==> src/rtl/fifo_wr_rr_arbiter.sv <==
// ---------------------------------------------------------------------------
// fifo_wr_rr_arbiter
//   Round-robin write-side arbiter that lets NUM_REQ producers share the write
//   port of one spram_fifo. A producer wins in IDLE, then owns the FIFO for a
//   whole burst. The burst ends on its 'last' beat or after MAX_BURST accepted
//   beats, whichever comes first. Every burst costs one arbitration bubble.
//
// Ports
//   clk, rst_n   clock, synchronous active-low reset
//   req, last    per-producer beat valid / final-beat flag (last qualified by req)
//   wdata_in     producer i data at [i*DATA_WIDTH +: DATA_WIDTH]
//   gnt          one-hot, beat of producer i accepted this cycle
//   fifo_full    FIFO back-pressure
//   fifo_wen     FIFO write enable
//   fifo_wdata   FIFO write data (owner's data, don't-care when fifo_wen=0)
//   owner        current grant holder, valid while busy=1
//   busy         high while a burst is in progress
//
// state    | meaning
// ---------+-----------------------------------------------------------------
// ST_IDLE  | no owner; pick next requester round-robin from rr_ptr
// ST_BURST | owner_q may write one beat per cycle when not full
// ---------------------------------------------------------------------------
module fifo_wr_rr_arbiter #(
   parameter int NUM_REQ    = 4,
   parameter int DATA_WIDTH = 8,
   parameter int MAX_BURST  = 8,
   parameter int IDX_W      = $clog2(NUM_REQ)
) (
   input  logic                          clk,
   input  logic                          rst_n,
   input  logic [NUM_REQ-1:0]            req,
   input  logic [NUM_REQ-1:0]            last,
   input  logic [NUM_REQ*DATA_WIDTH-1:0] wdata_in,
   output logic [NUM_REQ-1:0]            gnt,
   input  logic                          fifo_full,
   output logic                          fifo_wen,
   output logic [DATA_WIDTH-1:0]         fifo_wdata,
   output logic [IDX_W-1:0]              owner,
   output logic                          busy
);

   localparam int CNT_W = $clog2(MAX_BURST + 1);

   typedef enum logic {
      ST_IDLE  = 1'b0,
      ST_BURST = 1'b1
   } state_t;

   state_t              state_q;
   logic [IDX_W-1:0]    owner_q;
   logic [IDX_W-1:0]    rr_ptr_q;
   logic [CNT_W-1:0]    beat_cnt_q;

   logic [DATA_WIDTH-1:0] wdata_arr [NUM_REQ];
   logic [IDX_W-1:0]      winner;
   logic [IDX_W-1:0]      owner_inc;
   logic                  accept;
   logic                  burst_end;

   for (genvar i = 0; i < NUM_REQ; i++) begin : g_unpack
      assign wdata_arr[i] = wdata_in[i*DATA_WIDTH +: DATA_WIDTH];
   end

   // First requester at or after ptr, wrapping. Scanning from the far end
   // lets the closest candidate overwrite the others, so no early exit needed.
   function automatic logic [IDX_W-1:0] rr_pick(
      input logic [NUM_REQ-1:0] r,
      input logic [IDX_W-1:0]   ptr
   );
      logic [IDX_W-1:0]   pick;
      logic [NUM_REQ-1:0] sh;
      int                 cand;
      pick = '0;
      for (int k = NUM_REQ - 1; k >= 0; k--) begin
         cand = int'(ptr) + k;
         if (cand >= NUM_REQ) cand = cand - NUM_REQ;
         sh = r >> cand;
         if (sh[0]) pick = IDX_W'(cand);
      end
      return pick;
   endfunction

   assign winner    = rr_pick(req, rr_ptr_q);
   assign owner_inc = (owner_q == IDX_W'(NUM_REQ - 1)) ? '0 : owner_q + 1'b1;
   assign accept    = (state_q == ST_BURST) && req[owner_q] && !fifo_full;
   assign burst_end = last[owner_q] || ((int'(beat_cnt_q) + 1) == MAX_BURST);

   // Reset masks the write strobe combinationally so a burst caught by reset
   // cannot push one more beat into the FIFO on the reset edge.
   assign fifo_wen   = accept && rst_n;
   assign gnt        = fifo_wen ? (NUM_REQ'(1) << owner_q) : '0;
   assign fifo_wdata = wdata_arr[owner_q];
   assign owner      = owner_q;
   assign busy       = (state_q == ST_BURST);

   always_ff @(posedge clk) begin
      if (!rst_n) begin
         state_q    <= ST_IDLE;
         owner_q    <= '0;
         rr_ptr_q   <= '0;
         beat_cnt_q <= '0;
      end else begin
         unique case (state_q)
            ST_IDLE: begin
               if (|req) begin
                  owner_q    <= winner;
                  beat_cnt_q <= '0;
                  state_q    <= ST_BURST;
               end
            end
            ST_BURST: begin
               if (accept) begin
                  beat_cnt_q <= beat_cnt_q + 1'b1;
                  if (burst_end) begin
                     state_q  <= ST_IDLE;
                     rr_ptr_q <= owner_inc;
                  end
               end
            end
            default: state_q <= ST_IDLE;
         endcase
      end
   end

endmodule
==> config.mk <==
export PLATFORM = sky130hd
export DESIGN_NAME = fifo_wr_rr_arbiter
export DESIGN_NICKNAME = d
export VERILOG_FILES = /design/src/rtl/fifo_wr_rr_arbiter.sv
export SDC_FILE = /design/constraint.sdc
export NUM_CORES = 1
export LEC_CHECK = 0
export ABC_AREA = 1
export ABC_CLOCK_PERIOD_IN_PS = 2700
export BUFFER_PORTS_ARGS = -buffer_cell sky130_fd_sc_hd__buf_2
export CAP_MARGIN = 20
export CORE_MARGIN = 5
export CORE_UTILIZATION = 47
export CTS_CLUSTER_SIZE = 30
export DETAILED_ROUTE_END_ITERATION = 10
export PLACE_DENSITY_LB_ADDON = 0.2
export SYNTH_ARGS = -nofsm -noshare
export SYNTH_HDL_FRONTEND = slang
export SYNTH_SLANG_ARGS = --single-unit
==> constraint.sdc <==
create_clock -name clk -period 2.7 [get_ports clk]
set_clock_uncertainty 0.05 [all_clocks]
set_input_delay 0 -clock clk [delete_from_list [all_inputs] [get_ports clk]]
set_output_delay 0 -clock clk [all_outputs]
set_load 0.05 [all_outputs]
-- Word-level counts from Yosys, hierarchy flattened
Index checks and enable logic that the tools add are counted.
- register bits: 9
- bits in latches: 0
- RAM bits: 0
- bits in read-only memories: 0
- input bits: 43
- output and inout bits: 16
- logic and storage cells: 64
- memories: 0
- $add $sub $neg: 10
- $mul: 0
- div/mod/pow operators: 0
- order comparisons: 6
- eq/ne operators: 4
- shift-type cells: 5
- muxes and demuxes: 24
- bitwise operators: 2
- reductions and logical operators: 9
- operator list (operator ; number):
    $mux W32 ; 4
    $shr A4 B32 Y1 ; 4
    $bmux W8 S2 ; 1
    $mux W8 ; 2
    $ge A3 B3 Y1 const B ; 4
    $mux W4 ; 3
    $sub A3 B3 Y4 const B ; 3
    $mux W2 ; 5
    $pmux W4 S2 ; 1
    $add A2 B2 Y3 const B ; 2
    $add A4 B1 Y5 const B ; 1
    $eq A5 B4 Y1 const B ; 1
    $mux W1 ; 5
    $add A4 B1 Y4 const B ; 1
    $bmux W1 S2 ; 2
    $reduce_and A2 Y1 ; 2
    $reduce_or A4 Y1 ; 1
    $shl A1 B2 Y4 const A ; 1
    $sub A2 B3 Y4 const B ; 1
    $add A2 B1 Y3 const B ; 1
    $ge A2 B3 Y1 const B ; 1
    $logic_and A1 B1 Y1 ; 3
    $lt A2 B3 Y1 const B ; 1
    $not A2 Y3 ; 1
    9 further kinds ; 9

-- Logic depth before layout (Yosys ltp)
Gate-level depths: netlist of run 1.
- depth after elaboration: 8
- gate-level depth with buffers: 12
- mapped depth without buffers: 12

-- Least setup slack after synthesis of run 1
Ideal clock, no wire load.
- kind: flip-flop to output port
- start: register owner_q[0] (netlist: owner[0])
- end: output gnt[0]
- arrival time: 2.312 ns
- data required time: 2.650 ns
- slack: 0.338 ns
- stages on the path, launching flop included: 7
- buffers on the path: 0
- path through: dfxtp_1 > nand2_1 > nand3_1 > nand3_2 > nor2_2 > inv_2 > nor2_1
- cells in the longest elaborated chain, start to end: 6
- elaborated cells on any way between the ends: 7
- classes of those cells: shift: 1; mux: 3; reduce/logical: 3
- ends and longest elaborated chain (element ; RTL line ; RTL):
    start: declaration ; 51 ; logic [IDX_W-1:0] owner_q;
    start signal: assignment ; 107 ; owner_q <= winner;
    $bmux W1 S2 ; 86 ; assign accept = (state_q == ST_BURST) && req[owner_q] && !fifo_full;
    $mux W1 (implied by the code) ; 86 ;
    $logic_and A1 B1 Y1 (2 in a row) ; 86 ;
    $logic_and A1 B1 Y1 ; 91 ; assign fifo_wen = accept && rst_n;
    net fifo_wen ; 37 ; output logic fifo_wen,
    $mux W4 ; 92 ; assign gnt = fifo_wen ? (NUM_REQ'(1) << owner_q) : '0;
    end: declaration ; 35 ; output logic [NUM_REQ-1:0] gnt,
The timed path passes the listed nets, and every way through them passes these cells. The select of a mux whose other input is x is not followed.

-- Final worst setup path of run 1
- start: register owner_q[1] (netlist: owner[1])
- end: output gnt[2]
- cells in the longest elaborated chain, start to end: 6
- elaborated cells on any way between the ends: 7
- classes of those cells: shift: 1; mux: 3; reduce/logical: 3
- ends and longest elaborated chain (element ; RTL line):
    $bmux W1 S2 ; 86
    $mux W1 (implied by the code) ; 86
    $logic_and A1 B1 Y1 (2 in a row) ; 86
    $logic_and A1 B1 Y1 ; 91
    $mux W4 * ; 92
Every way passes the cells marked *; elsewhere a longest branch is shown, timed or not. The select of a mux whose other input is x is not followed.

==> results of run 1 <==
## power groups by stage
stage,registers [mW],logic [mW],clock network (mW)
after floorplan,0.195,0.371,0
after global placement,0.168,0.506,0
after detailed placement,0.170,0.504,0
final,0.167,0.503,0.104
after CTS,0.166,0.507,0.105
after global routing,0.170,0.555,0.115
## routing by layer
metal,global-route usage,up-vias,share of wire
li1,-,695,-
met2,0.300,26,0.50
met3,0.0339,3,0.049
met5,0,-,0
met1,0.213,531,0.45
met4,0.0430,0,0.0048
## how the worst min path moves through the flow
stage | to | slack (ns) | depth (start not counted)
6_report | beat_cnt_q[1]$_SDFFE_PN0P_ | 0.08 | 5
2_1_floorplan | busy$_SDFF_PN0_ | 0.08 | 2
5_1_grt | beat_cnt_q[1]$_SDFFE_PN0P_ | 0.11 | 5
3_5_place_dp | owner[1]$_SDFFE_PN0P_ | 0.27 | 3
3_3_place_gp | owner[1]$_SDFFE_PN0P_ | 0.27 | 3
4_1_cts | beat_cnt_q[1]$_SDFFE_PN0P_ | 0.09 | 5
## timing repair
action,CTS,global route
setup buffers,0,0
hold buffers,1,0
endpoints found under the hold margin,2,0
## critical path, delay by kind of cell, from the launching register on
family | cells | cell delay [ns]
flops | 1 | 0.60
simple gates | 4 | 0.56
buf+inv | 3 | 0.66
## sequential cells by signal, indices dropped and copies added (netlist names)
signal and count:
beat_cnt_q 4, owner 2, rr_ptr_q 2, busy 1
## cell usage in the layout, fill, tap and decap left out
master,count
sky130_fd_sc_hd__buf_2,58
sky130_fd_sc_hd__nand2_1,39
sky130_fd_sc_hd__nor2_1,27
sky130_fd_sc_hd__inv_1,20
sky130_fd_sc_hd__o21ai_0,16
sky130_fd_sc_hd__nand3_1,11
sky130_fd_sc_hd__dfxtp_1,9
sky130_fd_sc_hd__o22ai_1,8
sky130_fd_sc_hd__nand2_2,8
sky130_fd_sc_hd__a21oi_1,8
sky130_fd_sc_hd__ha_1,8
sky130_fd_sc_hd__inv_2,4
sky130_fd_sc_hd__o21ai_1,4
sky130_fd_sc_hd__nand3_2,3
sky130_fd_sc_hd__clkbuf_4,3
sky130_fd_sc_hd__nand4_1,2
sky130_fd_sc_hd__nor2_2,1
sky130_fd_sc_hd__nand3b_1,1
sky130_fd_sc_hd__nand2_4,1
sky130_fd_sc_hd__o21bai_1,1
sky130_fd_sc_hd__and2_4,1
sky130_fd_sc_hd__xor2_1,1
sky130_fd_sc_hd__clkbuf_1,1
sky130_fd_sc_hd__dlygate4sd3_1,1
sky130_fd_sc_hd__buf_4,1
## logic make-up after synthesis
group / Yosys count / synth area share
simple gates: 94 / 0.411
xor+xnor: 1 / 0.00838
flops: 9 / 0.172
buf+inv: 30 / 0.123
compound gates: 37 / 0.189
fa+ha+maj: 8 / 0.0958
## layout make-up
class | instances | share of cell area
multi-input cells | 140 | 0.535
repair buffers | 60 | 0.224
flip-flops and latches | 9 | 0.131
inverters | 24 | 0.0655
well taps | 28 | 0.0255
clock buffers | 4 | 0.0191
## through the flow
stage          power, mW  cell area [sq um]  std cells  worst slack [ns]
6_report           0.774               1380        265             0.556
5_1_grt            0.840               1380        265             0.378
4_1_cts            0.778               1380        265             0.562
3_5_place_dp       0.674               1340        260             0.831
3_3_place_gp       0.675               1340        260             0.981
2_1_floorplan      0.566               1040        179             0.338
==> out/metrics.csv, run 1 <==
metric;value;unit
yosysTopAreaCell;sky130_fd_sc_hd__dfxtp_1;
grt_start_max_net_pins;26;
cts_sinks;9;
syn_area;1040;sq um
seq_power_share;0.216;
dp_hpwl;2230;um
grt_setup_unrepaired;false;
multi_input_comb_area;736;sq um
timing.setup.tns;0;ns
kind_of_launch_point_of_the_worst_setup_path;flip-flop;
start_util;0.482;
cts.root.buffer_cell;sky130_fd_sc_hd__clkbuf_4;
cts_tree;built;
route.antenna.remaining_nets;0;
crit_arrival;2.09;ns
postLayoutCoreUtil;0.634;
critPathMaxStageDelay;0.60;ns
post_synth_arst_share;0;
postSynthNetCount;230;
timing_worst_slew_pin_value;0.454;ns
most_common_cell_in_the_netlist;sky130_fd_sc_hd__nand2_1;
top_cell_types_by_occurrence_after_synthesis;39 x sky130_fd_sc_hd__nand2_1, 27 x sky130_fd_sc_hd__nor2_1, 20 x sky130_fd_sc_hd__inv_1;
sequential_cell_area;180;sq um
post_cts_resized;0;
floorplan.die.width;57.1;um
detailedRoute.firstIterationViolations;21;
top_level_ports;59;
synth.distinct_cells;23;
dieHeight;57.1;um
synth-seq-cells;9;
syn_area_per_cell;5.84;sq um
avgViaCountPerCell;4.74;
switchingPower;0.424;mW
wirelength;2720;um
grt_remaining_overflow;0;
drive_gt1_frac;0.338;
dr.pass1.iters;4;
first_global_vias;1186;
route.detailed.wl_per_inst;10.2;um
grt_pass1_wl;4740;um
synth_top_area_frac;0.172;
floorplan_die_area;3270;sq um
drt_drc_violations_left;0;
number_of_standard_cells_after_synthesis;179;
power.share.clock;0.135;
setup_viol_count_final;0;
timing.fmax;0.466;GHz
num_vias;1255;
dominantRegCellSynth;sky130_fd_sc_hd__dfxtp_1;
area_delta_synth_final;31.6;%
floorplan.core_area;2170;sq um
track_usage;0.171;
rows;17;
cts_max_path_buffers;2;
timing.reg2reg.setup_slack;0.93;ns
synth_seq_area_share;0.172;
yosys_warnings;0;
hold_viol_final;0;
synth_edf_count;0;
combPwrFrac;0.650;
tritoncts.num_buffers;3;
worstSetupEndpointType;primary output;
cp_slowest_cell;sky130_fd_sc_hd__dfxtp_1;
reg2reg_depth;7;
finalWeightedCongestion;0.784;
cellLeakagePower;0.779;nW
crit-reg2reg-capture;rr_ptr_q[1]$_SDFFE_PN0P_;
antenna_cells_inserted;0;
hold_class;in2reg;
register_clock_pin_slew_on_the_reported_worst_setup_and_hold_paths;0.06;ns
worstHoldStart;fifo_full;
fin_worst_hold_slack;0.0821;ns
cp-startpoint;owner[1]$_SDFFE_PN0P_;
finalCritPeriodShare;0.794;
antenna_found_initial;0;
power_per_standard_cell_area;563;nW/um^2
critical_path.reg2reg.startpoint;owner[1]$_SDFFE_PN0P_;
worst_ir_drop_on_vdd;387;uV
final_net_count;289;
run_status;completed;
htreeDepth;1;
max_cap_viol_count;0;
fin_crit;2.14;ns
timing_worst_setup_path_type;reg2out;
cp.required;2.65;ns
numPortBuffers;58;
fill_cells;235;
worstPathMaxFanout;15;
clk_latency_worst_skew_pair;0.26;ns
endpoint;gnt[2];
final-max-slew-violation-count;0;
switching_share;0.548;
synth.top_cells.by_area;sky130_fd_sc_hd__dfxtp_1 17%, sky130_fd_sc_hd__nand2_1 14%, sky130_fd_sc_hd__nor2_1 9.7%, sky130_fd_sc_hd__ha_1 9.6%, sky130_fd_sc_hd__o21ai_0 7.7%;
p_int;0.350;mW
timing.max_slew.rel_slack;0.697;
cp_cell_sequence;inv_1 > nand3_1 > nand3_2 > nor2_2 > inv_2 > nor2_1 > buf_2;
No activity file was read; power rests on OpenSTA's default activity.
==> inputs of run 2 (changes only) <==
--- a/config.mk
+++ b/config.mk
@@ -6,11 +6,11 @@
 export NUM_CORES = 1
 export LEC_CHECK = 0
 export ABC_AREA = 1
-export ABC_CLOCK_PERIOD_IN_PS = 2700
+export ABC_CLOCK_PERIOD_IN_PS = 2000
 export BUFFER_PORTS_ARGS = -buffer_cell sky130_fd_sc_hd__buf_2
 export CAP_MARGIN = 20
 export CORE_MARGIN = 5
-export CORE_UTILIZATION = 47
+export CORE_UTILIZATION = 44
 export CTS_CLUSTER_SIZE = 30
 export DETAILED_ROUTE_END_ITERATION = 10
 export PLACE_DENSITY_LB_ADDON = 0.2
==> constraint.sdc (replaced) <==
create_clock -name clk -period 2 [get_ports clk]
set_clock_uncertainty 0.05 [all_clocks]
set_input_delay 0 -clock clk [delete_from_list [all_inputs] [get_ports clk]]
set_output_delay 0 -clock clk [all_outputs]
set_load 0.05 [all_outputs]
==> run 2 against run 1 <==
Effect of this change: largest cell class unchanged; register-to-register slack worse by 0.57 ns; count of clock-buffer cells in the layout stayed put; sequential cell count unchanged; clock power increased by 38%; final cell count increased by 1.5%; highest routed layer unchanged; global-route usage up 1.1 points; die area up 5.6%.
==> out/metrics.csv, run 2 (same netlist as run 1, synthesis figures left out) <==
metric;value;unit;change
run_status;completed;;unchanged
worstSetupEndpointType;primary output;;unchanged
timing.critical_path.mode_cell;sky130_fd_sc_hd__inv_2;;
numPlacedInstances;264;;was 260
final_net_count;293;;was 289
finalCritPeriodShare;0.863;;
finalWorstSetupSlack;0.273;ns;was 0.556 ns
timing.reg2reg.setup_slack;0.36;ns;was 0.93 ns
detailedRoute.firstIterationViolations;33;;was 21
first_global_vias;1296;;was 1186
largest_reg_flops;4;;unchanged
timing_worst_setup_path_type;reg2out;;unchanged
hold_class;in2reg;;unchanged
top_register;beat_cnt_q;;unchanged
setup_viol_count_final;0;;unchanged
cts_sinks;9;;unchanged
grt_setup_unrepaired;false;;unchanged
dieHeight;58.7;um;was 57.1 um
area_delta_synth_final;40.7;%;was 31.6%
hold_viol_final;0;;unchanged
hold_path_depth;5;;unchanged
route.antenna.remaining_nets;0;;unchanged
timing_worst_slew_pin_value;0.258;ns;was 0.454 ns
antenna_cells_inserted;0;;unchanged
critPathMaxStageDelay;0.36;ns;was 0.60 ns
clk_latency_worst_skew_pair;0.27;ns;was 0.26 ns
fin_crit;1.73;ns;
drt_drc_violations_left;0;;unchanged
place_worst_setup_slack;0.402;ns;was 0.831 ns
grt_pass1_wl;5090;um;was 4740 um
fin_worst_hold_slack;0.117;ns;was 0.0821 ns
timing.setup.tns;0;ns;unchanged
cts_tree;built;;unchanged
worstPathMaxFanout;11;;was 15
cts_max_path_buffers;2;;unchanged
finalWeightedCongestion;0.872;;was 0.784
rows;17;;unchanged
most_common_cell_after_layout_fill_and_taps_aside;sky130_fd_sc_hd__buf_2;;unchanged
wirelength;2920;um;was 2720 um
kind_of_launch_point_of_the_worst_setup_path;flip-flop;;unchanged
critical_path.reg2reg.startpoint;rr_ptr_q[0]$_SDFFE_PN0P_;;was owner[1]$_SDFFE_PN0P_
start_util;0.468;;was 0.482
grt_remaining_overflow;0;;unchanged
dr.pass1.iters;4;;unchanged
drive_gt1_frac;0.398;;was 0.338
floorplan.core_area;2230;sq um;was 2170 sq um
report.power.total;1.11;mW;was 0.774 mW
tritoncts.num_buffers;3;;unchanged
post_cts_resized;0;;unchanged
cp_slowest_cell;sky130_fd_sc_hd__dfxtp_1;;unchanged
cp_cell_sequence;inv_2 > nand2_1 > nand3_1 > nand3_2 > nor2_4 > inv_2 > nor2_2 > buf_2;;was inv_1 > nand3_1 > nand3_2 > nor2_2 > inv_2 > nor2_1 > buf_2
track_usage;0.182;;was 0.171
floorplan_die_area;3450;sq um;was 3270 sq um
fin_area;1470;sq um;was 1380 sq um
postCtsSetupBuffers;0;;unchanged
cellLeakagePower;0.820;nW;was 0.779 nW
layoutNonFillerInstCount;269;;was 265
antenna_found_initial;0;;unchanged
register_clock_pin_slew_on_the_reported_worst_setup_and_hold_paths;0.06;ns;about the same
cp.required;1.95;ns;was 2.65 ns
postLayoutCoreUtil;0.658;;was 0.634
grt_start_max_net_pins;13;;was 26
cts.root.buffer_cell;sky130_fd_sc_hd__clkbuf_4;;unchanged
htreeDepth;1;;unchanged
worstHoldStart;fifo_full;;unchanged
cpLargestDelayFamily;simple AND/OR/NAND/NOR gates;;was buffers and inverters
numPortBuffers;58;;unchanged
timing.hold.worst_endpoint;beat_cnt_q[1]$_SDFFE_PN0P_;;unchanged
top_level_ports;59;;unchanged
post_dp_cell_area;1430;sq um;was 1340 sq um
power_per_standard_cell_area;757;nW/um^2;was 563 nW/um^2
worst_ir_drop_on_vdd;440;uV;was 387 uV
crit_arrival;1.68;ns;was 2.09 ns
num_vias;1325;;was 1255
fill_cells;212;;was 235
route.detailed.wl_per_inst;10.9;um;was 10.2 um
cp_buf_inv_count;3;;unchanged
timing.fmax;0.579;GHz;
crit-reg2reg-capture;owner[0]$_SDFFE_PN0P_;;was rr_ptr_q[1]$_SDFFE_PN0P_
layout_common_cells;58 x sky130_fd_sc_hd__buf_2, 39 x sky130_fd_sc_hd__nand2_1, 23 x sky130_fd_sc_hd__nor2_1, 20 x sky130_fd_sc_hd__inv_1, 16 x sky130_fd_sc_hd__o21ai_0;;was 58 x sky130_fd_sc_hd__buf_2, 39 x sky130_fd_sc_hd__nand2_1, 27 x sky130_fd_sc_hd__nor2_1, 20 x sky130_fd_sc_hd__inv_1, 16 x sky130_fd_sc_hd__o21ai_0
reg2reg_depth;12;;was 7
dp_hpwl;2380;um;was 2230 um
final-max-slew-violation-count;0;;unchanged
avgViaCountPerCell;4.93;;was 4.74
floorplan.die.width;58.7;um;was 57.1 um
timing.max_slew.rel_slack;0.829;;was 0.697
max_cap_viol_count;0;;unchanged
-- run 2: cell count changes in the layout (fill, tap and decap cells not counted) --
| cell | previous run | this run |
|---|---|---|
| sky130_fd_sc_hd__buf_4 | 1 | 5 |
| sky130_fd_sc_hd__nor2_1 | 27 | 23 |
| sky130_fd_sc_hd__nor2_2 | 1 | 4 |
| sky130_fd_sc_hd__o22ai_1 | 8 | 0 |
| sky130_fd_sc_hd__o22ai_2 | 0 | 8 |
| sky130_fd_sc_hd__nor2_4 | 0 | 1 |
-- run 2: worst max path at each step --
stage | start | to | slack [ns] | depth (start not counted)
floorplan | owner[0]$_SDFFE_PN0P_ | gnt[0] | 0.01 | 6
global placement | rr_ptr_q[0]$_SDFFE_PN0P_ | owner[0]$_SDFFE_PN0P_ | 0.42 | 12
detailed placement | rr_ptr_q[0]$_SDFFE_PN0P_ | owner[0]$_SDFFE_PN0P_ | 0.40 | 12
CTS | owner[0]$_SDFFE_PN0P_ | gnt[3] | 0.27 | 8
global route | owner[0]$_SDFFE_PN0P_ | gnt[3] | 0.13 | 8
finish | owner[0]$_SDFFE_PN0P_ | gnt[3] | 0.27 | 8
-- run 2: final cells by class --
class                      count  area (sq um)  area share
tap                           28          35.0      0.0238
multi-input combinational    140           801       0.545
clock buffer                   4          26.3      0.0179
timing repair buffer          64           338       0.230
inverter                      24          90.1      0.0613
sequential                     9           180       0.123
-- run 2: where the power goes --
| group | internal, mW | switching, mW | total [mW] |
|---|---|---|---|
| logic | 0.235 | 0.513 | 0.748 |
| registers | 0.198 | 0.0237 | 0.222 |
| clock network | 0.0771 | 0.0666 | 0.144 |
-- run 2: tightest hold or removal path, cell delays in order --
cell and delay (ns):
sky130_fd_sc_hd__buf_2 0.08, sky130_fd_sc_hd__nor2_1 0.05, sky130_fd_sc_hd__nand3_2 0.13, sky130_fd_sc_hd__nand3_1 0.09
sky130_fd_sc_hd__nand2_1 0.05
-- run 2: timing repair --
| action | CTS | global route |
|---|---|---|
| setup endpoints to repair | 0 | 0 |
| hold buffers | 1 | 0 |
| endpoints found under the hold margin | 4 | 0 |
-- run 2: layer usage --
metal / vias up / wire, um / global-route usage
met3: 7 / 158 / 0.0373
met2: 33 / 1410 / 0.322
met5: - / 0 / 0
met1: 585 / 1310 / 0.221
met4: 0 / 45 / 0.0518
li1: 700 / - / -
==> inputs of run 3 (changes only) <==
--- a/config.mk
+++ b/config.mk
@@ -13,7 +13,9 @@
 export CORE_UTILIZATION = 44
 export CTS_CLUSTER_SIZE = 30
 export DETAILED_ROUTE_END_ITERATION = 10
+export HOLD_SLACK_MARGIN = 0.1
 export PLACE_DENSITY_LB_ADDON = 0.2
+export RECOVER_POWER = 100
 export SYNTH_ARGS = -nofsm -noshare
 export SYNTH_HDL_FRONTEND = slang
 export SYNTH_SLANG_ARGS = --single-unit
==> run 3 against run 2 <==
Effect of this change: final cell count is the same; via count decreased by 0.68%; sequential cell count unchanged; cell area is 1.0% lower; critical path depth fell by 3; core utilization shrank 0.67 points; first-iteration DRC count is 12% higher; combinational power fell by 2%; clock power hardly changed; highest routed layer unchanged.
==> out/metrics.csv, run 3 (same netlist as run 1, synthesis figures left out) <==
metric;value;unit;change
most_common_cell_after_layout_fill_and_taps_aside;sky130_fd_sc_hd__buf_2;;unchanged
cts.root.buffer_cell;sky130_fd_sc_hd__clkbuf_4;;unchanged
floorplan.core_area;2230;sq um;unchanged
num_vias;1316;;was 1325
rows;17;;unchanged
floorplan_die_area;3450;sq um;unchanged
layout_common_cells;42 x sky130_fd_sc_hd__buf_2, 41 x sky130_fd_sc_hd__nand2_1, 23 x sky130_fd_sc_hd__nor2_1, 21 x sky130_fd_sc_hd__inv_1, 17 x sky130_fd_sc_hd__o21ai_0;;was 58 x sky130_fd_sc_hd__buf_2, 39 x sky130_fd_sc_hd__nand2_1, 23 x sky130_fd_sc_hd__nor2_1, 20 x sky130_fd_sc_hd__inv_1, 16 x sky130_fd_sc_hd__o21ai_0
grt_pass1_wl;5090;um;unchanged
cellLeakagePower;0.790;nW;was 0.820 nW
cts_tree;built;;unchanged
tritoncts.num_buffers;3;;unchanged
cp-startpoint;owner[0]$_SDFFE_PN0P_;;unchanged
fin_crit;1.77;ns;was 1.73 ns
grt_remaining_overflow;0;;unchanged
detailedRoute.firstIterationViolations;37;;was 33
route.detailed.wl_per_inst;10.8;um;was 10.9 um
dp_hpwl;2380;um;unchanged
top_level_ports;59;;unchanged
worstPathMaxFanout;12;;was 11
wirelength;2890;um;was 2920 um
grt_start_max_net_pins;13;;unchanged
timing.setup.tns;0;ns;unchanged
route.antenna.remaining_nets;0;;unchanged
first_global_vias;1296;;unchanged
largest_reg_flops;4;;unchanged
fill_cells;220;;was 212
numPortBuffers;58;;unchanged
run_status;completed;;unchanged
cp.required;1.95;ns;about the same
dr.pass1.iters;4;;unchanged
hold_class;in2reg;;unchanged
final-max-slew-violation-count;0;;unchanged
floorplan.die.width;58.7;um;unchanged
fin_area;1460;sq um;was 1470 sq um
timing.reg2reg.setup_slack;0.29;ns;was 0.36 ns
grt_setup_unrepaired;false;;unchanged
crit_arrival;1.72;ns;was 1.68 ns
track_usage;0.182;;unchanged
timing.fmax;0.564;GHz;was 0.579 GHz
htreeDepth;1;;unchanged
dieHeight;58.7;um;unchanged
cts_sinks;9;;unchanged
drt_drc_violations_left;0;;unchanged
worst_ir_drop_on_vdd;433;uV;was 440 uV
finalWeightedCongestion;0.872;;unchanged
max_cap_viol_count;0;;unchanged
post_dp_cell_area;1430;sq um;unchanged
clk_latency_worst_skew_pair;0.27;ns;about the same
cts_max_path_buffers;2;;unchanged
start_util;0.468;;unchanged
kind_of_launch_point_of_the_worst_setup_path;flip-flop;;unchanged
worstSetupEndpointType;primary output;;unchanged
setup_viol_count_final;0;;unchanged
antenna_cells_inserted;0;;unchanged
finalCritPeriodShare;0.886;;was 0.863
reg2reg_depth;12;;unchanged
critical_path.reg2reg.startpoint;rr_ptr_q[0]$_SDFFE_PN0P_;;unchanged
hold_viol_final;0;;unchanged
avgViaCountPerCell;4.89;;was 4.93
timing_worst_setup_path_type;reg2out;;unchanged
antenna_found_initial;0;;unchanged
timing_worst_slew_pin_value;0.610;ns;was 0.258 ns
power_per_standard_cell_area;754;nW/um^2;was 757 nW/um^2
drive_gt1_frac;0.353;;was 0.398
final_net_count;293;;unchanged
area_delta_synth_final;39.3;%;was 40.7%
hold_path_depth;5;;unchanged
register_clock_pin_slew_on_the_reported_worst_setup_and_hold_paths;0.06;ns;about the same
timing.max_slew.rel_slack;0.595;;was 0.829
worstHoldStart;fifo_full;;unchanged
top_register;beat_cnt_q;;unchanged
fin_worst_hold_slack;0.107;ns;was 0.117 ns
[run 3: worst paths after layout]
kind                                              endpoint
worst max-delay path                         fifo_wdata[2]
worst min-delay path            beat_cnt_q[1]$_SDFFE_PN0P_
worst min register to register             busy$_SDFF_PN0_
worst max register to register       owner[0]$_SDFFE_PN0P_
[run 3: critical path, stage by stage (launching register included)]
cell and delay (ns):
sky130_fd_sc_hd__dfxtp_1 0.37, sky130_fd_sc_hd__inv_2 0.17, sky130_fd_sc_hd__buf_4 0.22, sky130_fd_sc_hd__nor2_1 0.07
sky130_fd_sc_hd__o22ai_2 0.15, sky130_fd_sc_hd__clkbuf_1 0.48
[run 3: layer usage]
layer | GRT usage | up-vias | wire [um]
li1 | - | 700 | -
met1 | 0.221 | 577 | 1290
met2 | 0.322 | 33 | 1410
met3 | 0.0373 | 6 | 158
met4 | 0.0518 | 0 | 38
met5 | 0 | - | 0
[run 3: cell type report]
| cell class | count | area [sq um] | area share |
|---|---|---|---|
| Sequential cell | 9 | 180 | 0.124 |
| Clock buffer | 4 | 26.3 | 0.0181 |
| Multi-Input combinational cell | 140 | 796 | 0.547 |
| Inverter | 24 | 90.1 | 0.0619 |
| Tap cell | 28 | 35.0 | 0.0241 |
| Timing Repair Buffer | 64 | 328 | 0.225 |
[run 3: stage by stage]
| step | utilization | power (mW) | setup WS (ns) | instances |
|---|---|---|---|---|
| CTS | 0.658 | 1.12 | 0.269 | 269 |
| global placement | 0.642 | 0.967 | 0.424 | 264 |
| global route | 0.652 | 1.19 | 0.120 | 269 |
| floorplan | - | 0.805 | 0.0130 | 179 |
| detailed placement | 0.642 | 0.973 | 0.402 | 264 |
| finish | 0.652 | 1.10 | 0.228 | 269 |
[run 3: report_power, final]
part	switching (mW)	total, mW	internal [mW]
registers	0.0232	0.221	0.198
clock network	0.0671	0.144	0.0771
logic	0.511	0.732	0.221
total	0.602	1.10	0.496
[run 3: repair_timing]
action | CTS | global route
hold endpoints to repair | 7 | 0
buffers inserted | 0 | 0
gates resized for setup | 0 | 0
hold buffers | 1 | 0
setup endpoints to repair | 0 | 0
